==> src/rtl/mem_port_arbiter.sv <==
// Arbitrates the shared memory data port between the CPU (fixed priority) and the debug master.
// A starvation counter forces a debug grant. Optional macro ARB_LOCK_EN adds dbg_lock ownership.
module mem_port_arbiter #(
  parameter int AW       = 16,
  parameter int DW       = 16,
  parameter int MAX_WAIT = 8
) (
  input  logic          clk,
  input  logic          rst_n,
  input  logic          cpu_req,
  input  logic          cpu_we,
  input  logic [AW-1:0] cpu_addr,
  input  logic [DW-1:0] cpu_wdata,
  output logic          cpu_gnt,
  output logic          cpu_rvalid,
  output logic [DW-1:0] cpu_rdata,
  input  logic          dbg_req,
  input  logic          dbg_we,
  input  logic [AW-1:0] dbg_addr,
  input  logic [DW-1:0] dbg_wdata,
  output logic          dbg_gnt,
  output logic          dbg_rvalid,
  output logic [DW-1:0] dbg_rdata,
`ifdef ARB_LOCK_EN
  input  logic          dbg_lock,
`endif
  output logic          mem_write,
  output logic [AW-1:0] mem_waddr,
  output logic [DW-1:0] mem_wdata,
  output logic [AW-1:0] mem_raddr,
  input  logic [DW-1:0] mem_rdata
);

  localparam logic [7:0] WAIT_MAX = 8'(MAX_WAIT);

  logic [7:0] dbg_wait;
  logic       starve;
  logic       locked;

`ifdef ARB_LOCK_EN
  typedef enum logic [0:0] {ARB, LOCK_DBG} state_t;
  state_t state;
  assign locked = (state == LOCK_DBG);
`else
  assign locked = 1'b0;
`endif

  assign starve = (dbg_wait == WAIT_MAX);

  // Lock overrides everything; starvation overrides CPU priority.
  always_comb begin
    cpu_gnt = 1'b0;
    dbg_gnt = 1'b0;
    if (locked)                 dbg_gnt = dbg_req;
    else if (starve && dbg_req) dbg_gnt = 1'b1;
    else if (cpu_req)           cpu_gnt = 1'b1;
    else if (dbg_req)           dbg_gnt = 1'b1;
  end

  always_comb begin
    mem_write = 1'b0;
    mem_waddr = '0;
    mem_wdata = '0;
    mem_raddr = '0;
    if (cpu_gnt) begin
      if (cpu_we) begin
        mem_write = 1'b1;
        mem_waddr = cpu_addr;
        mem_wdata = cpu_wdata;
      end else begin
        mem_raddr = cpu_addr;
      end
    end else if (dbg_gnt) begin
      if (dbg_we) begin
        mem_write = 1'b1;
        mem_waddr = dbg_addr;
        mem_wdata = dbg_wdata;
      end else begin
        mem_raddr = dbg_addr;
      end
    end
  end

  always_ff @(posedge clk or negedge rst_n) begin
    if (!rst_n) begin
      dbg_wait   <= '0;
      cpu_rvalid <= 1'b0;
      dbg_rvalid <= 1'b0;
      cpu_rdata  <= '0;
      dbg_rdata  <= '0;
`ifdef ARB_LOCK_EN
      state      <= ARB;
`endif
    end else begin
      cpu_rvalid <= cpu_gnt && !cpu_we;
      dbg_rvalid <= dbg_gnt && !dbg_we;
      if (cpu_gnt && !cpu_we) cpu_rdata <= mem_rdata;
      if (dbg_gnt && !dbg_we) dbg_rdata <= mem_rdata;
      if (!dbg_req || dbg_gnt || locked) dbg_wait <= '0;
      else if (dbg_wait != WAIT_MAX)     dbg_wait <= dbg_wait + 8'd1;
`ifdef ARB_LOCK_EN
      case (state)
        ARB:      if (dbg_gnt && dbg_lock) state <= LOCK_DBG;
        LOCK_DBG: if (!dbg_req || (dbg_gnt && !dbg_lock)) state <= ARB;
        default:  state <= ARB;
      endcase
`endif
    end
  end

endmodule
==> config.mk <==
export PLATFORM = sky130hd
export DESIGN_NAME = mem_port_arbiter
export DESIGN_NICKNAME = d
export VERILOG_FILES = /design/src/rtl/mem_port_arbiter.sv
export SDC_FILE = /design/constraint.sdc
export NUM_CORES = 1
export LEC_CHECK = 0
export BUFFER_PORTS_ARGS = -buffer_cell sky130_fd_sc_hd__buf_2
export CAP_MARGIN = 20
export CORE_MARGIN = 4
export CORE_UTILIZATION = 38
export CTS_CLUSTER_DIAMETER = 200
export DETAILED_ROUTE_END_ITERATION = 6
export GPL_ROUTABILITY_DRIVEN = 0
export PLACE_DENSITY = 0.88
export SLEW_MARGIN = 10
export SYNTH_ARGS = -nofsm -noshare
export SYNTH_HDL_FRONTEND = slang
export SYNTH_SLANG_ARGS = --single-unit
==> constraint.sdc <==
create_clock -name clk -period 1.71 [get_ports clk]
set_input_delay 0.171 -clock clk [delete_from_list [all_inputs] [get_ports clk]]
set_output_delay 0.171 -clock clk [all_outputs]
set_load 0.02 [all_outputs]
==> results of run 1 <==
## cells by family (layout without fill, tap and decap cells)
kind of cell             count (synthesis)  in the layout
AND/OR/NAND/NOR                         39             39
flip-flops                              42             42
adder cells (fa/ha/maj)                  2              2
buffers and inverters                   32            228
XOR/XNOR                                 3              3
AO/OA/AOI/OAI                          107            107
multiplexers                            16             16
## layer usage
| metal | vias up | track usage (%) |
|---|---|---|
| met5 | - | 0 |
| met4 | 0 | 9.62 |
| met3 | 31 | 4.61 |
| met2 | 194 | 45.5 |
| met1 | 1492 | 30.1 |
| li1 | 1361 | - |
## registers in the layout (all words and copies together), names as in the netlist
name        count
cpu_rdata      16
cpu_rvalid      1
dbg_rdata      16
dbg_rvalid      1
dbg_wait        8
## layout by cell type (no fill, tap or decap), types with 2 or more instances in the layout
cell / instances
sky130_fd_sc_hd__clkbuf_16: 6
sky130_fd_sc_hd__xor2_1: 2
sky130_fd_sc_hd__dfrtp_1: 42
sky130_fd_sc_hd__buf_6: 53
sky130_fd_sc_hd__o211ai_1: 33
sky130_fd_sc_hd__a32o_2: 48
sky130_fd_sc_hd__a21oi_1: 3
sky130_fd_sc_hd__nand3_1: 2
sky130_fd_sc_hd__buf_4: 26
sky130_fd_sc_hd__buf_2: 119
sky130_fd_sc_hd__nand2_1: 19
sky130_fd_sc_hd__or3_1: 3
sky130_fd_sc_hd__buf_12: 9
sky130_fd_sc_hd__mux2_2: 15
sky130_fd_sc_hd__o21ai_0: 19
sky130_fd_sc_hd__a21oi_4: 2
sky130_fd_sc_hd__inv_1: 3
sky130_fd_sc_hd__nor2_1: 4
sky130_fd_sc_hd__clkbuf_8: 5
## report_power, final
part           internal (W)  switching [W]
Sequential          0.00110      0.0000711
Clock              0.000436       0.000356
Combinational      0.000559       0.000631
## how the worst max path moves through the flow
stage                            start             to  slack (ns)  cells past startpoint
6_report       dbg_wait[6]$_DFFE_PN0P_  mem_wdata[12]       -0.53                      6
5_1_grt        dbg_wait[6]$_DFFE_PN0P_   mem_waddr[1]       -0.57                      6
4_1_cts        dbg_wait[5]$_DFFE_PN0P_   mem_waddr[9]       -0.50                      6
3_5_place_dp   dbg_wait[5]$_DFFE_PN0P_  mem_wdata[12]       -0.24                      5
3_3_place_gp   dbg_wait[5]$_DFFE_PN0P_  mem_waddr[15]       -0.21                      5
2_1_floorplan  dbg_wait[4]$_DFFE_PN0P_   mem_waddr[0]       -0.19                      6
## worst reg2reg max path, stage by stage (launching register included)
cell and delay [ns]:
sky130_fd_sc_hd__dfrtp_1 0.40, sky130_fd_sc_hd__buf_4 0.16, sky130_fd_sc_hd__nor4_4 0.28, sky130_fd_sc_hd__buf_4 0.18, sky130_fd_sc_hd__a21oi_4 0.08, sky130_fd_sc_hd__buf_12 0.15
sky130_fd_sc_hd__buf_8 0.13, sky130_fd_sc_hd__buf_12 0.13, sky130_fd_sc_hd__mux2_4 0.29
## what timing repair did
item / in CTS / in global routing
setup buffers: 9 / 3
hold endpoints to repair: 42 / 0
endpoints found under the setup margin: 78 / 90
gates cloned: 2 / 7
pin swaps: 2 / 25
gates resized for setup: 113 / 6
hold buffers: 1 / 0
## final cells by class
type	count	area (µm²)	share of cell area [%]
clock buffers	6	72.6	1.63
clock inverters	2	37.5	0.842
inverters	4	17.5	0.393
multi-input cells	167	1420	31.7
flip-flops and latches	42	1050	23.6
well taps	77	96.3	2.16
repair buffers	216	1770	39.7
## stage by stage
step           hold slack, ns  instances
2_1_floorplan          -0.125        241
3_3_place_gp          -0.0310        486
3_5_place_dp          -0.0301        486
4_1_cts                 0.112        506
5_1_grt                 0.123        514
6_report                0.120        514
==> results.env, run 1 <==
ROUTE.DETAILED.VIAS_PER_INST=5.99
REPORT.FINAL.SETUP_VIOL=77
CRITPATHMAXFANOUT=7
MOST_INSTANTIATED_FLIP_FLOP_CELL_IN_THE_SYNTHESIS_NETLIST='sky130_fd_sc_hd__dfrtp_1'
HTREE_NUM_LEVELS=2
GRT_FIRST_PASS_WIRELENGTH_MM=15.5
NFILLCELLS=422
SYNTH_TOP_FAMILY_BY_AREA='compound AO/OA/AOI/OAI gates'
FINALCRITPERIODSHARE_PCT=131
GLOBALROUTE.TOTALOVERFLOW=0
DRC_ERRORS=0
TNS_NS=-28.45
FF_TO_FF_START='dbg_wait[6]$_DFFE_PN0P_'
TIMING.FINAL.MAX_SLEW_VIOLATIONS=0
SYNTH-ASYNC-RESET-RATIO_PCT=100
WIRELENGTH_MM=11.0
DP_WORST_SETUP_SLACK_NS=-0.235
MET1_LENGTH_MM=3.94
DIE_H_UM=88.9
CAP_VIOLATIONS=0
HOLDPATHSTAGES=2
YOSYS.AREA.TOP_TYPE='sky130_fd_sc_hd__dfrtp_1'
CLOCK_LATENCY_NS=0.30
HOLD-PATH-ENDPOINT='cpu_rdata[10]$_DFFE_PN0P_'
NETLIST_TOP_CELLS_AREA='sky130_fd_sc_hd__dfrtp_1, sky130_fd_sc_hd__a32o_1, sky130_fd_sc_hd__o211ai_1'
SYNTH_ENABLE_FLOP_CELLS=0
NUM_ANTENNA_CELLS=0
WL_PER_INSTANCE_UM=21.4
MAX_SLEW.WORST_PIN.SLEW_NS=0.541
SETUP_WS_NS=-0.535
CTS_MADE_BUFFERS=5
CPLARGESTDELAYFAMILY='simple AND/OR/NAND/NOR gates'
PLACEMENTROWS=29
WORSTPATHCELLLIST='or4_4, o21ai_4, buf_12, buf_12, a32o_2, buf_6'
REPORT.FINAL.HOLD_VIOL_COUNT=0
UTILIZATION_PCT=70.2
SYNTH_MOST_COMMON_CELL='sky130_fd_sc_hd__a32o_1'
YS_SEQ_ELEMENTS=42
TOPROUTINGLAYERUSED='met4'
FINAL_PERIOD_MINUS_WORST_SETUP_SLACK_NS=2.24
BUFFER_AND_INVERTER_COUNT_ON_THE_WORST_PATH=3
VIOLATIONS='negative setup slack'
IO-PIN-COUNT=171
PLACEMENT.CELL_AREA_UM2=3660
POST_SYNTH.CELL_AREA_AVG_UM2=10.3
SYNTH_COMPOUND_AREA_SHARE_PCT=35.1
INITIAL_UTILIZATION_PCT=39.2
CORE_REGION_AREA_UM2=6350
WORSTREG2REGEND='cpu_rdata[8]$_DFFE_PN0P_'
YOSYS-MUX-AREA-FRACTION_PCT=7.24
CTS_NUM_SINKS=42
CTS-ROOT-TO-SINK-BUFFERS=2
STATIC_POWER_DUE_TO_LEAKAGE_nW=2.25
WORST_SETUP_PATH_END_KIND='output port'
SYNTH_COMMONEST_CELLS='sky130_fd_sc_hd__a32o_1, sky130_fd_sc_hd__dfrtp_1, sky130_fd_sc_hd__o211ai_1'
CLK_TRANSITION_REPORTED_PATHS_NS=0.09
GRT_USAGE_PCT=25.4
SYNTH-SIMPLE-AREA-SHARE_PCT=7.55
REG2REGPATHDEPTH=8
WORST_PATH_MOST_REPEATED_CELL='sky130_fd_sc_hd__buf_12'
ANTENNA_VIOLATIONS_BEFORE_REPAIR=0
FINAL_NETS=524
WL_MET3_UM=813
FLOORPLAN.DIE.WIDTH_UM=88.9
HOLD_PATH.CLASS='in2reg'
BUFFER_PORTS.INSERTED=170
SYNTHESIS.NETS=329
TIMING.CRITICAL_PATH.FROM_TYPE='register'
FINALPOWER_W=0.00316
WORST-SETUP-PATH-TYPE='reg2out'
TRITONCTS_CLOCK_TREE='built'
SYNTH.YOSYS.SEQ_AREA_SHARE_PCT=42.3
SYN-INSTANCE-COUNT=241
DRTANTENNAVIOLNETS=0
GRT_SETUP_UNREPAIRED='true'
DIEAREA_UM2=7900
POWER.DENSITY_CELL_AREA_nW_PER_UM2=708
SLOWEST_STAGE='sky130_fd_sc_hd__or4_4'
CP_DATA_ARRIVAL_TIME_NS=2.07
SYN_AREA_UM2=2490
FMAX_MHz=445
HOLDCRITSTARTPOINT='mem_rdata[10]'
OUTCOME='finished with violations'
R2R_SLACK_NS=-0.20
YOSYSWARNINGCOUNT=0
GRT_MAX_DEGREE=42
YS_TYPES=31
CRIT_REQUIRED_NS=1.54
CRITICAL_PATH.MAX_STAGE_DELAY_NS=0.56
CLOCK_TREE.ROOT_CELL='sky130_fd_sc_hd__clkbuf_8'
POST_ROUTE_STANDARD_CELL_AREA_EXCLUDING_FILLERS_UM2=4460
HPWLAFTERDP_MM=7.06
SYNTHADDERAREAFRAC_PCT=1.01
POWER.IR.VDD_WORST_mV=0.372
MET2ROUTEDLENGTH_MM=5.78
DR_TOTAL_VIAS=3078
WORST_CLOCK_SKEW_NS=0.00818
AREAGROWTHSYNTHTOFINISH_PCT=79.3
DRT_ITER0_MARKERS=176
FIRST_PASS_ITERS=5
SYNTH_LARGEST_TYPE_AREA_FRACTION_PCT=42.3
SYNTH-XOR-AREA-SHARE_PCT=1.06
GRT_PASS1_VIAS=3015
FINAL_LAYOUT_SIZE_SUFFIX_GT1_SHARE_PCT=68.0
MAX_SLEW_MARGIN_PCT=63.9
(Power assumes the default switching activity.)
==> inputs of run 2 (changes only) <==
Settings changed: CELL_PAD_IN_SITES_DETAIL_PLACEMENT set to 1, CELL_PAD_IN_SITES_GLOBAL_PLACEMENT set to 1, CORE_UTILIZATION 38 to 27, PLACE_DENSITY 0.88 to 0.89.
==> run 2 against run 1 <==
Compared with the run above: the run still ends with negative setup slack left; hold slack worse by 0.014 ns; non-clock buffer count up 5; count of clock-buffer cells in the layout down 1; total power down 0.25%; highest routed layer unchanged.
==> results.env, run 2 (synthesis results as in run 1) <==
OUTCOME='finished with violations'
VIOLATIONS='negative setup slack'
IO-PIN-COUNT=171
CORE_REGION_AREA_UM2=8850
WORST_PATH_MOST_REPEATED_CELL='sky130_fd_sc_hd__buf_6'
CAP_VIOLATIONS=0
NUM_ANTENNA_CELLS=0
DRC_ERRORS=0
GRT_USAGE_PCT=22.7
AREAGROWTHSYNTHTOFINISH_PCT=83.8
GRT_MAX_DEGREE=43
CLOCK_LATENCY_NS=0.31
POWER.DENSITY_CELL_AREA_nW_PER_UM2=689
FMAX_MHz=434
CTS_MADE_BUFFERS=5
MOST_FREQUENT_STANDARD_CELL_IN_THE_LAYOUT_EXCLUDING_FILL_AND_TAP_CELLS='sky130_fd_sc_hd__buf_2'
BUFFER_PORTS.INSERTED=170
DRTANTENNAVIOLNETS=0
REPORT.FINAL.HOLD_VIOL_COUNT=0
WL_PER_INSTANCE_UM=24.3
SETUP_WS_NS=-0.596
CRIT_REQUIRED_NS=1.54
CPLARGESTDELAYFAMILY='simple AND/OR/NAND/NOR gates'
WORST-SETUP-PATH-TYPE='reg2out'
TIMING.FINAL.MAX_SLEW_VIOLATIONS=0
ANTENNA_VIOLATIONS_BEFORE_REPAIR=0
FINAL_PERIOD_MINUS_WORST_SETUP_SLACK_NS=2.31
TNS_NS=-36.18
TIMING.CRITICAL_PATH.FROM_TYPE='register'
GLOBALROUTE.TOTALOVERFLOW=0
DRT_ITER0_MARKERS=132
STATIC_POWER_DUE_TO_LEAKAGE_nW=2.31
POWER.IR.VDD_WORST_mV=0.321
REPORT.FINAL.SETUP_VIOL=92
CP_DATA_ARRIVAL_TIME_NS=2.13
POST-PLACE-CELLS=518
FINALCRITPERIODSHARE_PCT=135
CRITPATHMAXFANOUT=7
LARGEST_REGISTERS='cpu_rdata (16), dbg_rdata (16), dbg_wait (8)'
GRT_SETUP_UNREPAIRED='true'
BUFFER_AND_INVERTER_COUNT_ON_THE_WORST_PATH=3
CTS-ROOT-TO-SINK-BUFFERS=2
CRITICAL_PATH.MAX_STAGE_DELAY_NS=0.59
MAX_SLEW_MARGIN_PCT=60.1
ROUTE.DETAILED.VIAS_PER_INST=5.77
CTS_NUM_SINKS=42
SLOWEST_STAGE='sky130_fd_sc_hd__or4_4'
GRT_PASS1_VIAS=3542
WORST_SETUP_PATH_END_KIND='output port'
FLOORPLAN.DIE.WIDTH_UM=104
FINAL_LAYOUT_SIZE_SUFFIX_GT1_SHARE_PCT=68.8
LAYOUT.CELLS.MOST_COMMON_LIST='sky130_fd_sc_hd__buf_2, sky130_fd_sc_hd__buf_6, sky130_fd_sc_hd__a32o_2'
HOLD_PATH.CLASS='in2reg'
WORSTPATHCELLLIST='or4_4, o21ai_4, buf_6, buf_12, a32o_2, buf_6'
FINAL_NETS=529
HTREE_NUM_LEVELS=2
GRT_FIRST_PASS_WIRELENGTH_MM=19.8
CLOCK_TREE.ROOT_CELL='sky130_fd_sc_hd__clkbuf_8'
CLK_TRANSITION_REPORTED_PATHS_NS=0.10
DR_TOTAL_VIAS=3172
INITIAL_UTILIZATION_PCT=28.1
MAX_SLEW.WORST_PIN.SLEW_NS=0.597
TRITONCTS_CLOCK_TREE='built'
DIEAREA_UM2=10800
DIE_H_UM=104
WORST_CLOCK_SKEW_NS=0.0138
FIRST_PASS_ITERS=4
WIRELENGTH_MM=13.4
FIN_CELLS=550
HPWLAFTERDP_MM=8.23
PLACEMENTROWS=34
run 2: changes by cell type in the layout (fill, tap and decap cells not counted), sizes merged:
cell	before	now
buf	209	217
inv	4	5
clkbuf	12	8
clkinv	0	1
bufinv	1	0
run 2: worst paths after layout:
path,cells past startpoint,endpoint,slack [ns],from
min in group asynchronous,3,dbg_rdata[6]$_DFFE_PN0P_,0.47,rst_n
max in group asynchronous,3,cpu_rdata[3]$_DFFE_PN0P_,0.86,rst_n
worst min register to register,1,cpu_rdata[2]$_DFFE_PN0P_,0.52,cpu_rdata[2]$_DFFE_PN0P_
worst max register to register,10,cpu_rdata[9]$_DFFE_PN0P_,-0.45,dbg_wait[5]$_DFFE_PN0P_
worst max-delay path,6,mem_wdata[1],-0.60,dbg_wait[6]$_DFFE_PN0P_
worst min-delay path,2,cpu_rdata[15]$_DFFE_PN0P_,0.11,mem_rdata[15]
run 2: stage by stage:
stage,setup WS (ns),util (%),instance area [µm²],hold WS [ns],power [W]
4_1_cts,-0.587,49.4,4370,0.103,0.00307
6_report,-0.596,51.7,4570,0.106,0.00315
2_1_floorplan,-0.190,-,2580,-0.125,0.00174
3_3_place_gp,-0.207,41.7,3690,0.269,0.00215
5_1_grt,-0.654,51.7,4570,0.112,0.00328
3_5_place_dp,-0.295,41.7,3690,0.288,0.00219
run 2: final cells by class:
| class | count | area (µm²) |
|---|---|---|
| Tap cell | 108 | 135 |
| Sequential cell | 42 | 1050 |
| Clock inverter | 3 | 25.0 |
| Inverter | 4 | 22.5 |
| Timing Repair Buffer | 221 | 1800 |
| Multi-Input combinational cell | 167 | 1460 |
| Fill cell | 979 | 4280 |
| Clock buffer | 5 | 68.8 |
run 2: what timing repair did:
item	CTS	global route
setup endpoints to repair	87	92
hold buffers	1	0
pin swaps	21	16
cloned	3	3
setup buffers	9	11
gates resized for setup	133	19
hold endpoints to repair	42	0
run 2: layer usage:
layer  global-route usage (%)  wire length, µm
met5                        0                0
met4                     9.78              461
met3                     4.41              837
met2                     42.8             7060
met1                     24.5             4990
run 2: power breakdown:
part	switching, W	internal (W)
clock network	0.000410	0.000296
registers	0.0000806	0.00111
logic	0.000665	0.000593
total	0.00116	0.00199
